--- config.mk ---
export PLATFORM = sky130hd
export DESIGN_NAME = clkgen_prog
export DESIGN_NICKNAME = d
export VERILOG_FILES = /design/src/rtl/clkgen_prog.sv
export SDC_FILE = /design/constraint.sdc
export NUM_CORES = 1
export LEC_CHECK = 0
export BUFFER_PORTS_ARGS = -buffer_cell sky130_fd_sc_hd__buf_4
export CELL_PAD_IN_SITES_DETAIL_PLACEMENT = 1
export CELL_PAD_IN_SITES_GLOBAL_PLACEMENT = 1
export CORE_MARGIN = 5
export CORE_UTILIZATION = 46
export CTS_CLUSTER_SIZE = 10
export DETAILED_ROUTE_END_ITERATION = 12
export GPL_TIMING_DRIVEN = 0
export PLACE_DENSITY_LB_ADDON = 0.1
export SYNTH_ARGS = -nofsm -noshare
export SYNTH_HDL_FRONTEND = slang
export SYNTH_SLANG_ARGS = --single-unit
--- constraint.sdc ---
create_clock -name clk -period 6.21 [get_ports clk]
set_input_delay 0.3105 -clock clk [delete_from_list [all_inputs] [get_ports clk]]
set_output_delay 0.3105 -clock clk [all_outputs]
set_load 0.01 [all_outputs]
--- src/rtl/clkgen_prog.sv ---
// Serial M/D reprogramming controller for a DCM: shifts D then M over PROGEN/PROGDATA,
// issues GO, then waits for the PROGDONE low-to-high handshake or gives up after TIMEOUT.
`timescale 1ns/1ps
module clkgen_prog #(
    parameter int TIMEOUT = 1024
) (
    input  logic       clk,
    input  logic       rst,
    input  logic       start,
    input  logic [7:0] mult,
    input  logic [7:0] div,
    input  logic       progdone,
    output logic       progen,
    output logic       progdata,
    output logic       busy,
    output logic       done,
    output logic       err,
    output logic [7:0] cur_m,
    output logic [7:0] cur_d
);

    localparam int               CNT_W     = (TIMEOUT > 2) ? $clog2(TIMEOUT) : 1;
    localparam logic [CNT_W-1:0] WAIT_LAST = CNT_W'(TIMEOUT - 1);
    localparam logic [3:0]       BIT_LAST  = 4'd9;

    typedef enum logic [2:0] {
        IDLE,
        LOAD_D,
        GAP1,
        LOAD_M,
        GAP2,
        GO,
        WAIT_DONE
    } state_t;

    state_t           state;
    state_t           state_nxt;
    logic [3:0]       bit_cnt;
    logic [CNT_W-1:0] wait_cnt;
    logic             seen_low;
    logic             rej_pend;
    logic [7:0]       m_lat;
    logic [7:0]       d_lat;
    logic             accept;
    logic             reject;
    logic             complete;
    logic             timeout_hit;
    logic             load_last;
    logic [2:0]       data_idx;

    assign accept      = (state == IDLE) && start && (mult != 8'd0);
    assign reject      = (state == IDLE) && start && (mult == 8'd0);
    // Completion wins over a timeout landing on the same cycle.
    assign complete    = (state == WAIT_DONE) && seen_low && progdone;
    assign timeout_hit = (state == WAIT_DONE) && (wait_cnt == WAIT_LAST) && !complete;
    assign load_last   = (bit_cnt == BIT_LAST);

    always_ff @(posedge clk or posedge rst) begin
        if (rst) begin
            state <= IDLE;
        end else begin
            state <= state_nxt;
        end
    end

    always_comb begin
        state_nxt = state;
        case (state)
            IDLE:      if (accept) state_nxt = LOAD_D;
            LOAD_D:    if (load_last) state_nxt = GAP1;
            GAP1:      state_nxt = LOAD_M;
            LOAD_M:    if (load_last) state_nxt = GAP2;
            GAP2:      state_nxt = GO;
            GO:        state_nxt = WAIT_DONE;
            WAIT_DONE: if (complete || timeout_hit) state_nxt = IDLE;
            default:   state_nxt = IDLE;
        endcase
    end

    always_ff @(posedge clk or posedge rst) begin
        if (rst) begin
            bit_cnt  <= '0;
            wait_cnt <= '0;
            seen_low <= 1'b0;
            rej_pend <= 1'b0;
            cur_m    <= 8'd2;
            cur_d    <= 8'd0;
        end else begin
            rej_pend <= reject;
            if ((state == LOAD_D || state == LOAD_M) && !load_last) begin
                bit_cnt <= bit_cnt + 4'd1;
            end else begin
                bit_cnt <= '0;
            end
            if (state == WAIT_DONE && !complete && !timeout_hit) begin
                wait_cnt <= wait_cnt + CNT_W'(1);
            end else begin
                wait_cnt <= '0;
            end
            // PROGDONE must be seen low once before a high level counts as completion.
            seen_low <= (state == WAIT_DONE) && !complete && !timeout_hit
                        && (seen_low || !progdone);
            if (complete) begin
                cur_m <= m_lat;
                cur_d <= d_lat;
            end
        end
    end

    always_ff @(posedge clk) begin
        if (accept) begin
            m_lat <= mult;
            d_lat <= div;
        end
    end

    always_comb begin
        progen   = 1'b0;
        progdata = 1'b0;
        done     = complete;
        err      = rej_pend || timeout_hit;
        busy     = (state != IDLE) && !complete && !timeout_hit;
        data_idx = 3'(bit_cnt - 4'd2);
        case (state)
            LOAD_D: begin
                progen = 1'b1;
                if (bit_cnt == 4'd0) begin
                    progdata = 1'b1;
                end else if (bit_cnt == 4'd1) begin
                    progdata = 1'b0;
                end else begin
                    progdata = d_lat[data_idx];
                end
            end
            LOAD_M: begin
                progen = 1'b1;
                if (bit_cnt <= 4'd1) begin
                    progdata = 1'b1;
                end else begin
                    progdata = m_lat[data_idx];
                end
            end
            GO:      progen = 1'b1;
            default: ;
        endcase
    end

endmodule

==> results summary <==
The run finished with clean final reports. After synthesis, the largest family of logic cells by area is simple AND/OR/NAND/NOR gates. For this run, the leading register cell type out of synthesis is sky130_fd_sc_hd__dfrtp_1.

The combinational group share of total power is 0.321. The instance count of the mapped netlist is between 150 and 200. The shortest clock period the worst path allows after layout is 2.59 ns.

The multiplexer fraction of the synthesized cell area came out at 0.121. The total negative slack came out at 0 ns. The cell at the root of the clock tree is sky130_fd_sc_hd__clkbuf_8. The share of total power dissipated in sequential elements is 0.429.

In this design, the largest share of critical-path delay is due to multiplexers. The average size of a mapped cell came out at 13.5 um2. The pre-antenna-repair detailed-routing pass consisted of 4 iterations.

Internal power comes to 0.656 mW. The critical path is of the reg -> out type. Prior to clock tree synthesis, the placed netlist has a worst setup slack of about 3.7 ns. The number of top-level pins is just over 40. The finished cells cover 2790 um2. The core outline area is roughly 4800 um2. Power spread over the standard cell area amounts to 339 nW/um2. The number of DRC violations after detailed-routing iteration 0 came out at 72. The slowest stage of the critical path is the sky130_fd_sc_hd__mux4_1 cell. The register area share after synthesis came out at 0.595.

The delay contributed by the slowest stage of the critical path is 0.59 ns. The number of CTS-inserted buffers is 5. The detailed-route wire length per cell came out at 17.2 um. The number of vias per cell after detailed routing came out at 5.16. Clock-pin slew was measured on the worst setup and hold paths at 0.09 ns. The critical path crosses 6 cells after its start point. The number of enable flip-flop cells after synthesis is 16. At the pin with the least slew margin, the transition time is 1.07 ns. The synthesized flop and latch total is 51.

The first global-routing pass estimated 8380 um of wire. The share of final-layout standard cells stronger than drive strength 1 came out at 0.372. The max-slew violation count was 0. Traced cell by cell, the critical path runs through ha_1, mux4_1, nand2_1, and4_4, a2111oi_4, buf_4. The number of buffers and inverters on the critical path came out at 1. Sorting the synthesized cells by area gives the leading types as sky130_fd_sc_hd__dfrtp_1 37%, sky130_fd_sc_hd__edfxtp_1 21%, sky130_fd_sc_hd__mux2_2 7.9%, sky130_fd_sc_hd__ha_1 3.3%, sky130_fd_sc_hd__nor2_1 3.0%. The detailed-placement wirelength estimate came out at 3760 um. In this run the tool buffered the top-level ports with 40 buffer cells. STA puts the critical path data arrival time at 2.28 ns. The area growth from synthesis to layout came out at 22.3%. The highest net fanout along the worst path came out at 5. The final worst-path setup slack came out at 3.62 ns.

The number of antenna violations at the first check in global routing came to 0. The via count of the first global-routing pass came out at 1681. The net count of the finished layout is 243. The maximum ir drop on the vdd rail is 0.186 mV. The share of total power dissipated in the clock network is 0.250.

The number of nets with antenna violations after routing is 0. TritonCTS built the clock tree. The switching portion of total power came out at 0.306. The placed instance area is 2670 um2. The type of element capturing the critical path is an output pin. The global-route usage over all layers is 0.174.

The number of buffers on the longest clock path came out at 2. The number of diodes added for antenna fixing came out at 0. The worst register-to-register path has a depth of 5. The number of buffers added for setup after CTS came out at 0. The insertion delay of the later-clocked pin in the worst-skew pair is 0.30 ns.

The number of clock sinks is a little over 50. The hold violation total from the final report is 0. The net switching component of the power came out at 0.290 mW.

The H-tree was split into 2 levels. Setup repair after global routing left no endpoint under its margin. Of the post-synthesis cell area, the dominant cell type holds 0.373.

The x dimension of the die is about 80 um. The total congestion overflow after global routing came out at 0. Counting distinct cell types in the post-synthesis netlist gives 38. The fmax is 0.386 GHz. The largest total area in the synthesized netlist belongs to sky130_fd_sc_hd__dfrtp_1.

The setup clock skew after layout is around 0.0048 ns. Yosys printed 0 warnings. The fraction of registers with async set or reset after synthesis is 0.686. The effective utilization at floorplan is 0.479. The total of endpoints with negative setup slack in the final report is 0. Summed over all cells, the static leakage comes to about 1.3 nW. The min-delay analysis places its worst path in the category in -> async. The count of hold buffers inserted by post-cts repair is 0. The share of synthesized cell area in full adder, half adder and majority cells came out at 0.0329. The aggregate routed wire length came out at 4890 um. Dividing the final minimum period by the clock period gives 0.417. The post-synthesis compound-gate area fraction is 0.0467. The height of the chip came out at approximately 80 um. The worst setup path is launched from a register. The die area came out at roughly 6500 um2.

Headroom to the max-slew limit came out at 0.283. The number of core rows is 25. The largest net degree at the start of global routing is 36. Of the total synthesized cell area, the portion taken by AND, OR, NAND and NOR gates is 0.135. The count of cells resized by post-cts repair is 0. Routability-driven placement finished with a final weighted congestion of 0.725.

The vias after detailed routing is 1470. The number of remaining DRC errors is 0. The total nets after synthesis came out at 195.

The number of max-cap violations is 0. The required time reported for the critical path endpoint came out at about 6 ns. The overall power consumption came out at 0.946 mW.

Of the total synthesized cell area, the portion taken by XOR and XNOR cells is 0.0384. The area of the mapped netlist came out at 2280 um2.
power groups by stage:
stage          clock network (mW)  registers, mW  logic (mW)
4_1_cts                     0.243          0.406       0.308
3_5_place_dp                    0          0.412       0.305
5_1_grt                     0.263          0.410       0.335
6_report                    0.237          0.406       0.303
2_1_floorplan                   0          0.404       0.220
3_3_place_gp                    0          0.409       0.292
state kept, by name, indices dropped and copies added, names as in the netlist:
signal and cells:
bit_cnt 4, seen_low 1, rej_pend 1, cur_m 8, cur_d 8, d_lat 8, m_lat 8, wait_cnt 10
state 3
Yosys cell counts (2+ instances only):
cell,number
sky130_fd_sc_hd__xor2_1,5
sky130_fd_sc_hd__nand2_1,13
sky130_fd_sc_hd__o211ai_1,2
sky130_fd_sc_hd__dfrtp_1,34
sky130_fd_sc_hd__nand2b_1,2
sky130_fd_sc_hd__buf_4,2
sky130_fd_sc_hd__o21ai_0,3
sky130_fd_sc_hd__nor4_1,2
sky130_fd_sc_hd__nor3_1,5
sky130_fd_sc_hd__mux4_2,2
sky130_fd_sc_hd__inv_1,7
sky130_fd_sc_hd__nand4_1,2
sky130_fd_sc_hd__xnor2_1,5
sky130_fd_sc_hd__nand3_1,4
sky130_fd_sc_hd__edfxtp_1,16
sky130_fd_sc_hd__nor2_1,18
sky130_fd_sc_hd__mux2_2,16
sky130_fd_sc_hd__or3_1,2
sky130_fd_sc_hd__buf_6,2
sky130_fd_sc_hd__a21oi_1,4
sky130_fd_sc_hd__ha_1,6
through the flow:
stage,hold slack (ns),util,std cells
final,0.136,0.587,285
after global routing,0.148,0.587,285
after CTS,0.167,0.587,285
after detailed placement,0.490,0.562,277
after global placement,0.467,0.560,276
after floorplan,0.384,-,169
cell type report:
cell class                      instances  area [um2]
Sequential cell                        51        1360
Tap cell                               67        83.8
Buffer                                  5        42.5
Fill cell                             513        1970
Timing Repair Buffer                   41         308
Multi-Input combinational cell        106         853
Clock buffer                            6        82.6
Clock inverter                          2        35.0
Inverter                                7        26.3
metal layers:
layer,vias up,GRT usage,share of wire
met1,743,0.204,0.41
li1,694,-,-
met5,-,0,0
met2,29,0.306,0.53
met3,4,0.0504,0.045
met4,0,0.0507,0.0094
worst paths after layout:
kind                             start     endpoint  slack [ns]
max in group asynchronous          rst   bit_cnt[1]        5.60
setup / recovery            bit_cnt[2]     progdata        3.62
min in group clk              progdone     seen_low        0.18
setup reg to reg              state[2]     d_lat[3]        3.69
hold reg to reg            wait_cnt[0]  wait_cnt[0]        0.50
hold / removal                     rst     cur_d[6]        0.14
worst reg2reg max path: cells and delay by family, from the launching register on:
family | cells | cell delay, ns
AOI/OAI and AO/OA | 1 | 0.84
DFF | 1 | 0.37
and+or+nand+nor | 2 | 0.54
buffers and inverters | 2 | 0.50
layout by cell type, fill, tap and decap left out, drive strengths merged, types with 3 or more instances in the layout:
cell type  Yosys  routed
edfxtp        16      16
xnor2          5       5
xor2           5       5
mux4           3       3
mux2          17      17
o21ai          3       3
nand3          4       4
o211ai         3       3
nor2          19      19
inv            7       7
nand2b         3       3
buf            5      46
a21oi          4       4
dfrtp         34      34
clkbuf         0       6
nand2         13      13
nor3           5       5
ha             6       6
cell families after synthesis:
family	count (synthesis)
flops	51
xor+xnor	10
mux	21
fa+ha+maj	6
simple gates	56
buf+inv	12
compound gates	13
No activity file was read; power rests on OpenSTA's default activity.
